`src/rtl/pwm_bank.sv`:
```
// pwm_bank: CHANNELS edge-aligned PWM outputs sharing one period counter, with
// per-channel debounced inc/dec buttons, direct duty load and double-buffered duties
// (pending target copied to active at each period start, so outputs never glitch).
// Optional feature macro: PWM_BANK_CENTER_ALIGN_EN adds a center-aligned (triangle) mode.
// Ports: clk/rst (sync, active-high); inc/dec raw buttons; load_en/load_ch/load_duty
// direct write; center mode select; rd_ch/rd_duty pending-duty readback (comb);
// pwm registered outputs; period_start registered pulse aligned with count 0.
module pwm_bank #(
    parameter int CHANNELS  = 4,
    parameter int CNT_W     = 8,
    parameter int PERIOD    = 10,
    parameter int DUTY_INIT = 5,
    parameter int STEP      = 1,
    parameter int DEB_DIV   = 2,
    localparam int CH_W     = (CHANNELS > 1) ? $clog2(CHANNELS) : 1
) (
    input  logic                clk,
    input  logic                rst,
    input  logic [CHANNELS-1:0] inc,
    input  logic [CHANNELS-1:0] dec,
    input  logic                load_en,
    input  logic [CH_W-1:0]     load_ch,
    input  logic [CNT_W-1:0]    load_duty,
    input  logic                center,
    input  logic [CH_W-1:0]     rd_ch,
    output logic [CNT_W-1:0]    rd_duty,
    output logic [CHANNELS-1:0] pwm,
    output logic                period_start
);

    localparam int DIV_W = (DEB_DIV > 1) ? $clog2(DEB_DIV) : 1;
    localparam logic [CNT_W-1:0] PER   = CNT_W'(PERIOD);
    localparam logic [CNT_W-1:0] LAST  = CNT_W'(PERIOD - 1);
    localparam logic [CNT_W-1:0] INIT  = CNT_W'(DUTY_INIT);
    localparam logic [CNT_W-1:0] STP   = CNT_W'(STEP);
    localparam logic [CNT_W:0]   PER_X = (CNT_W+1)'(PERIOD);
    localparam logic [CNT_W:0]   STP_X = (CNT_W+1)'(STEP);

    // Debounce sample tick
    logic [DIV_W-1:0] div;
    logic             tick;
    assign tick = (div == DIV_W'(DEB_DIV - 1));

    logic [CHANNELS-1:0] inc_s1, inc_s2, dec_s1, dec_s2;
    logic [CHANNELS-1:0] inc_ev, dec_ev;
    assign inc_ev = inc_s1 & ~inc_s2 & {CHANNELS{tick}};
    assign dec_ev = dec_s1 & ~dec_s2 & {CHANNELS{tick}};

    logic [CHANNELS-1:0][CNT_W-1:0] target, target_nxt, active, act_sel;
    logic [CNT_W-1:0]               cnt, cnt_nxt;
    logic [CHANNELS-1:0]            pwm_nxt;
    logic                           ps_cond;

    // Pending duty update; saturation is evaluated one bit wider than the duty
    always_comb begin
        target_nxt = target;
        for (int i = 0; i < CHANNELS; i++) begin
            if (load_en && (int'(load_ch) == i)) begin
                target_nxt[i] = ({1'b0, load_duty} > PER_X) ? PER : load_duty;
            end else if (inc_ev[i] && dec_ev[i]) begin
                target_nxt[i] = target[i];
            end else if (inc_ev[i]) begin
                target_nxt[i] = (({1'b0, target[i]} + STP_X) > PER_X) ? PER : (target[i] + STP);
            end else if (dec_ev[i]) begin
                target_nxt[i] = ({1'b0, target[i]} >= STP_X) ? (target[i] - STP) : '0;
            end
        end
    end

    // The pwm sample taken at a period start already uses the freshly loaded duty
    assign act_sel = ps_cond ? target : active;

`ifdef PWM_BANK_CENTER_ALIGN_EN
    logic dir_dn, dir_nxt, mode_r, mode_eff;

    assign ps_cond  = (cnt == '0) && !dir_dn;
    // Mode is latched at the period start so a change never splits a period
    assign mode_eff = ps_cond ? center : mode_r;

    always_comb begin
        cnt_nxt = cnt;
        dir_nxt = 1'b0;
        if (mode_eff) begin
            dir_nxt = dir_dn;
            // Turnaround points repeat the end value once: 0..P-1, P-1..0
            if (!dir_dn) begin
                if (cnt == LAST) dir_nxt = 1'b1;
                else             cnt_nxt = cnt + CNT_W'(1);
            end else begin
                if (cnt == '0)   dir_nxt = 1'b0;
                else             cnt_nxt = cnt - CNT_W'(1);
            end
        end else begin
            cnt_nxt = (cnt == LAST) ? '0 : (cnt + CNT_W'(1));
        end
    end

    always_comb begin
        pwm_nxt = '0;
        for (int i = 0; i < CHANNELS; i++) begin
            pwm_nxt[i] = mode_eff ? (cnt >= (PER - act_sel[i])) : (cnt < act_sel[i]);
        end
    end

    always_ff @(posedge clk) begin
        if (rst) begin
            dir_dn <= 1'b0;
            mode_r <= 1'b0;
        end else begin
            dir_dn <= dir_nxt;
            mode_r <= mode_eff;
        end
    end
`else
    logic unused_center;
    assign unused_center = center;
    assign ps_cond       = (cnt == '0);

    always_comb begin
        cnt_nxt = (cnt == LAST) ? '0 : (cnt + CNT_W'(1));
    end

    always_comb begin
        pwm_nxt = '0;
        for (int i = 0; i < CHANNELS; i++) begin
            pwm_nxt[i] = (cnt < act_sel[i]);
        end
    end
`endif

    always_ff @(posedge clk) begin
        if (rst) begin
            div          <= '0;
            inc_s1       <= '0;
            inc_s2       <= '0;
            dec_s1       <= '0;
            dec_s2       <= '0;
            cnt          <= '0;
            pwm          <= '0;
            period_start <= 1'b0;
            target       <= {CHANNELS{INIT}};
            active       <= {CHANNELS{INIT}};
        end else begin
            div          <= tick ? '0 : (div + DIV_W'(1));
            if (tick) begin
                inc_s1 <= inc;
                inc_s2 <= inc_s1;
                dec_s1 <= dec;
                dec_s2 <= dec_s1;
            end
            cnt          <= cnt_nxt;
            pwm          <= pwm_nxt;
            period_start <= ps_cond;
            target       <= target_nxt;
            if (ps_cond) active <= target;
        end
    end

    always_comb begin
        rd_duty = '0;
        if (int'(rd_ch) < CHANNELS) rd_duty = target[rd_ch];
    end

endmodule

```
`config.mk`:
```
export PLATFORM = sky130hd
export DESIGN_NAME = pwm_bank
export DESIGN_NICKNAME = d
export VERILOG_FILES = /design/src/rtl/pwm_bank.sv
export SDC_FILE = /design/constraint.sdc
export NUM_CORES = 1
export LEC_CHECK = 0
export CAP_MARGIN = 15
export CORE_ASPECT_RATIO = 1.25
export CORE_MARGIN = 3
export CORE_UTILIZATION = 35
export CTS_BUF_LIST = sky130_fd_sc_hd__clkbuf_4 sky130_fd_sc_hd__clkbuf_8
export CTS_CLUSTER_SIZE = 8
export DETAILED_ROUTE_END_ITERATION = 8
export DONT_BUFFER_PORTS = 1
export GPL_ROUTABILITY_DRIVEN = 0
export PLACE_DENSITY_LB_ADDON = 0.05
export SYNTH_ARGS = -nofsm -noshare
export SYNTH_HDL_FRONTEND = slang
export SYNTH_SLANG_ARGS = --single-unit
```
`constraint.sdc`:
```
create_clock -name clk -period 3.08 [get_ports clk]
set_input_delay 0.616 -clock clk [delete_from_list [all_inputs] [get_ports clk]]
set_output_delay 0.616 -clock clk [all_outputs]
set_load 0.1 [all_outputs]
```
==> flow_metrics.env, run 1 <==
export IMPL_htreeDepth=3
export IMPL_cts_sinks=94
export IMPL_die_area_mm2=0.01868
export IMPL_synthTopCellsByCount="96 x nor2_1, 94 x dfxtp_1, 49 x mux2i_1, 48 x nand2_1, 43 x ha_1"
export IMPL_detailed_place_hpwl_um=12160
export IMPL_grt_use_total=0.1897
export IMPL_worstHoldStart="rst"
export IMPL_syn_nets=766
export IMPL_die_h_um=152.0
export IMPL_drv_cap=0
export IMPL_clkSlewWorstSetupHoldPaths_ns=0.10
export IMPL_ios=37
export IMPL_synth_edff_count=0
export IMPL_totalWireLength_um=17040
export IMPL_synth_top_flop_cell="dfxtp_1"
export IMPL_vias=5096
export IMPL_layout_nets=751
export IMPL_startpoint_type="register"
export IMPL_coreArea_mm2=0.01646
export IMPL_crit_type="register to register"
export IMPL_synth_fa_ha_area_frac=0.09009
export IMPL_ff2ff_setup_slack_ns=0.38
export IMPL_setup_violations=0
export IMPL_cp_startpoint="cnt[4]"
export IMPL_yosysWarnings=0
export IMPL_syn_avg_cell_area_um2=8.544
export IMPL_antenna_found_initial=0
export IMPL_fin_crit_ns=2.699
export IMPL_final_hold_viol_count=0
export IMPL_async_reset_ff_frac=0
export IMPL_viasPerCell=5.631
export IMPL_irDropWorstVdd_v=0.0002318
export IMPL_cts_tree="built"
export IMPL_r2r_start="cnt[4]"
export IMPL_synth_distinct_cells=63
export IMPL_status="finished, final reports clean"
export IMPL_min_to="active[13]"
export IMPL_critPathMaxFanout=16
export IMPL_n_antenna_cell=0
export IMPL_rr_worst_depth=10
export IMPL_maxSlewHeadroom=0.3196
export IMPL_drtIter0Drc=370
export IMPL_ant_nets=0
export IMPL_synth_top_family_by_area="simple AND/OR/NAND/NOR gates"
export IMPL_holdPathStages=1
export IMPL_drtPass1Iterations=5
export IMPL_synth_seq_cells=94
export IMPL_tns_ns=0
export IMPL_arrival_ns=3.00
export IMPL_hold_buffers=0
export IMPL_cts_buffer_depth=2
export IMPL_synth_top_cell_area_share=0.3151
export IMPL_yosysMostFrequentCell="nor2_1"
export IMPL_worstSetupEndpointType="register"
export IMPL_area_growth_synth_to_final_pct=7.019
export IMPL_r2r_end="pwm[2]"
export IMPL_grt_max_degree=89
export IMPL_powerDensity_mw_per_mm2=443.6
export IMPL_hp_class="primary input to register"
export IMPL_syn_inst=699
export IMPL_rsz0062_at_grt="no"
export IMPL_ctsResizeCount=0
export IMPL_skew_ns=0.02124
export IMPL_cts_inserted_buffers=9
export IMPL_fp_row_count=52
export IMPL_synth_area_mm2=0.005972
export IMPL_grt_pass1_wl_um=27740
export IMPL_io_buffer_count=0
export IMPL_die_w_um=122.8
export IMPL_drive_above_1_share=0.08999
export IMPL_synth_xor_area_frac=0.04253
export IMPL_overflow=0
export IMPL_clock_latency_ns=0.39
export IMPL_drc_errors=0
export IMPL_wl_per_cell_um=18.83
export IMPL_leakagePower_nw=2.578
export IMPL_synth_simple_gate_area_share=0.2196
export IMPL_first_global_vias=4983
export IMPL_drv_slew=0
export IMPL_worst_pin_slew_ns=1.019
export IMPL_cp_required_ns=3.38
export IMPL_synthTopCellsByArea="dfxtp_1 32%, ha_1 9.0%, mux2i_1 8.2%"
export IMPL_max_freq_mhz=370.5
export IMPL_yosysSeqAreaShare=0.3151
export IMPL_start_util=0.3628
export IMPL_clockRootBuffer="clkbuf_8"
export IMPL_yosys_area_top_type="dfxtp_1"
export IMPL_cts_setup_buffers=0
export IMPL_yosys_mux_area_fraction=0.1123
export IMPL_hold_slack_ns=0.2867
export IMPL_fin_crit_sh=0.8764
export IMPL_synth_compound_area_share=0.1668
[sequential cells by signal, indices dropped and copies added (netlist names)]
register,flops
inc_s2,4
div,1
pwm,4
cnt,8
inc_s1,4
active,32
dec_s2,4
period_start,1
target,32
dec_s1,4
[report_power, final]
| group | internal (W) | switching, W |
|---|---|---|
| sequential | 0.00127 | 0.000137 |
| combinational | 0.000249 | 0.000349 |
| clock | 0.000346 | 0.000485 |
[through the flow]
step / setup WS (ns) / instance area [µm²] / std cells / power, W / utilization
final: 0.3808 / 6391 / 905 / 0.002835 / 0.3883
after global routing: 0.1561 / 6391 / 905 / 0.002991 / 0.3883
after CTS: 0.3345 / 6391 / 905 / 0.002874 / 0.3883
after detailed placement: 0.3754 / 6200 / 889 / 0.002033 / 0.3766
after global placement: 0.3920 / 6200 / 889 / 0.002024 / 0.3766
after floorplan: 0.4269 / 5972 / 699 / 0.001911 / -
[final cells by class]
class                   count  area (µm²)
flip-flops and latches     94        1882
multi-input cells         538        3779
fillers                  1693       10070
well taps                 216       270.3
repair buffers             24       205.2
inverters                  17       63.81
clock inverters             5       40.04
clock buffers              11       151.4
[worst max-delay path, stage by stage, from the launching register on]
cell,delay [ns]
dfxtp_1,0.32
or4_4,0.55
nor4b_4,0.41
buf_12,0.22
mux2i_1,0.25
ha_1,0.27
a21oi_1,0.13
nor2b_1,0.05
o21ai_0,0.15
nand3_1,0.09
a31oi_1,0.15
[cells by family (layout without fill, tap and decap cells)]
logic type               Yosys count  after routing
multiplexers                      57             57
flip-flops                        94             94
AO/OA/AOI/OAI                    143            143
buffers and inverters             67             57
XOR/XNOR                          29             29
AND/OR/NAND/NOR                  266            266
adder cells (fa/ha/maj)           43             43
[how the worst max path moves through the flow]
| stage | endpoint | slack, ns | cells after the start |
|---|---|---|---|
| after floorplan | pwm[3] | 0.43 | 11 |
| after global placement | pwm[2] | 0.39 | 10 |
| after detailed placement | pwm[0] | 0.38 | 9 |
| after CTS | pwm[2] | 0.33 | 10 |
| after global routing | pwm[2] | 0.16 | 10 |
| final | pwm[2] | 0.38 | 10 |
[layer usage]
layer  vias up  global-route usage  part of all wire
met3        24             0.05058             0.057
met5         -                   0                 0
met1      2462              0.2411              0.44
met2        89              0.3021              0.48
met4         0             0.07791             0.025
li1       2521                   -                 -
[cells in the final DEF, fill, tap and decap left out, types with 4 or more instances in the layout]
cell type,instances
nor2_1,96
dfxtp_1,94
mux2i_1,49
nand2_1,48
ha_1,43
a21oi_1,36
buf_4,22
nor3_1,19
xnor2_1,18
inv_1,17
nand2b_1,16
nand3_1,16
a311oi_1,15
o21ai_0,15
a31oi_1,12
xor2_1,11
or3_1,11
a21o_1,11
nand4_1,11
clkbuf_8,11
mux4_2,8
nor2b_1,8
and3_1,8
a211oi_1,6
nor3b_1,5
or2_2,5
o31ai_1,5
o211ai_1,5
o2111ai_1,5
nor4_1,4
o21a_1,4
a221o_1,4
Note: power is estimated with default switching activity, not from simulation.
==> run 2: changes to the inputs <==
clock period = 3.5 ns   (was 3.08 ns; I/O delays follow)
==> run 2 against run 1 <==
Utilization shrank 0.40 points. Critical path depth shrank 1. Combinational power shrank 17%. Power shrank 10%. Sequential cell count is the same. Largest power group unchanged. Largest cell class unchanged. Clock power shrank 4.2%.
==> flow_metrics.env, run 2 (synthesis gave the netlist of run 1 again) <==
export IMPL_clkSlewWorstSetupHoldPaths_ns=0.11
export IMPL_fp_row_count=52
export IMPL_clockRootBuffer="clkbuf_8"
export IMPL_worst_pin_slew_ns=1.017
export IMPL_ant_nets=0
export IMPL_grt_use_total=0.1868
export IMPL_cts_setup_buffers=0
export IMPL_powerDensity_mw_per_mm2=401.6
export IMPL_reg_top3="active: 32 flops, target: 32 flops, cnt: 8 flops"
export IMPL_irDropWorstVdd_v=0.0002390
export IMPL_status="finished, final reports clean"
export IMPL_max_freq_mhz=356.2
export IMPL_cts_tree="built"
export IMPL_skew_ns=0.01133
export IMPL_drc_errors=0
export IMPL_totalWireLength_um=16870
export IMPL_worstSetupEndpointType="register"
export IMPL_ctsResizeCount=0
export IMPL_fin_crit_ns=2.808
export IMPL_critPathMaxFanout=33
export IMPL_first_global_vias=4895
export IMPL_die_w_um=122.8
export IMPL_drtPass1Iterations=5
export IMPL_fin_crit_sh=0.8022
export IMPL_setup_violations=0
export IMPL_tns_ns=0
export IMPL_leakagePower_nw=2.533
export IMPL_vias=5066
export IMPL_crit_type="register to register"
export IMPL_wl_per_cell_um=18.83
export IMPL_die_area_mm2=0.01868
export IMPL_htreeDepth=3
export IMPL_layout_nets=742
export IMPL_overflow=0
export IMPL_detailed_place_hpwl_um=11900
export IMPL_final_hold_viol_count=0
export IMPL_layout_commonest_cell="nor2_1"
export IMPL_area_growth_synth_to_final_pct=5.908
export IMPL_drv_slew=0
export IMPL_cts_buffer_depth=2
export IMPL_start_util=0.3628
export IMPL_n_antenna_cell=0
export IMPL_hold_buffers=0
export IMPL_io_buffer_count=0
export IMPL_rsz0062_at_grt="no"
export IMPL_instances_no_fill=896
export IMPL_cts_sinks=94
export IMPL_grt_max_degree=89
export IMPL_clock_latency_ns=0.40
export IMPL_cts_inserted_buffers=9
export IMPL_layout_common_cells="96 x nor2_1, 94 x dfxtp_1, 49 x mux2i_1"
export IMPL_ios=37
export IMPL_cp_required_ns=3.84
export IMPL_grt_pass1_wl_um=27220
export IMPL_coreArea_mm2=0.01646
export IMPL_hold_slack_ns=0.3638
export IMPL_die_h_um=152.0
export IMPL_place_inst=880
export IMPL_maxSlewHeadroom=0.3212
export IMPL_drv_cap=0
export IMPL_antenna_found_initial=0
export IMPL_drive_above_1_share=0.07794
export IMPL_hp_class="primary input to register"
export IMPL_startpoint_type="register"
export IMPL_drtIter0Drc=387
export IMPL_viasPerCell=5.654
export IMPL_arrival_ns=3.15
run 2: worst paths after layout:
check | startpoint | cells past startpoint | endpoint | slack (ns)
worst min register to register | active[16] | 2 | active[16] | 0.48
worst min-delay path | rst | 1 | active[6] | 0.36
worst max-delay path | cnt[6] | 9 | pwm[0] | 0.69
worst max register to register | cnt[6] | 9 | pwm[0] | 0.69
run 2: power by group:
group	switching [W]	total, W	internal, W
combinational	0.000291	0.000498	0.000206
sequential	0.000130	0.00125	0.00112
clock	0.000453	0.000795	0.000342
run 2: worst max-delay path, stage by stage, from the launching register on:
cell and delay, ns:
dfxtp_1 0.42, or4_4 0.54, nor4b_4 0.32, buf_12 0.29, mux2i_1 0.27, ha_1 0.29, a21o_1 0.19, a211oi_1 0.24
nand2_1 0.08, nor2_1 0.09
run 2: final cells by class:
| class | instances | area [µm²] |
|---|---|---|
| clock buffers | 9 | 123.9 |
| well taps | 216 | 270.3 |
| repair buffers | 15 | 125.1 |
| inverters | 17 | 63.81 |
| flip-flops and latches | 94 | 1882 |
| multi-input cells | 538 | 3779 |
| clock inverters | 7 | 81.33 |
| fillers | 1739 | 10140 |
run 2: per-layer routing:
| metal | wire length [µm] | part of all wire | global-route usage |
|---|---|---|---|
| met4 | 324 | 0.019 | 0.06510 |
| met3 | 968 | 0.057 | 0.04760 |
| met5 | 0 | 0 | 0 |
| met2 | 8068 | 0.48 | 0.2974 |
| met1 | 7508 | 0.45 | 0.2438 |
run 2: per-stage QoR:
stage	cell area [µm²]	worst slack (ns)	total power [W]	util
global placement	6120	0.6986	0.001763	0.3718
CTS	6325	0.6626	0.002571	0.3842
global route	6325	0.4690	0.002674	0.3842
detailed placement	6120	0.7045	0.001770	0.3718
finish	6325	0.6924	0.002540	0.3842
floorplan	5972	0.8469	0.001682	-
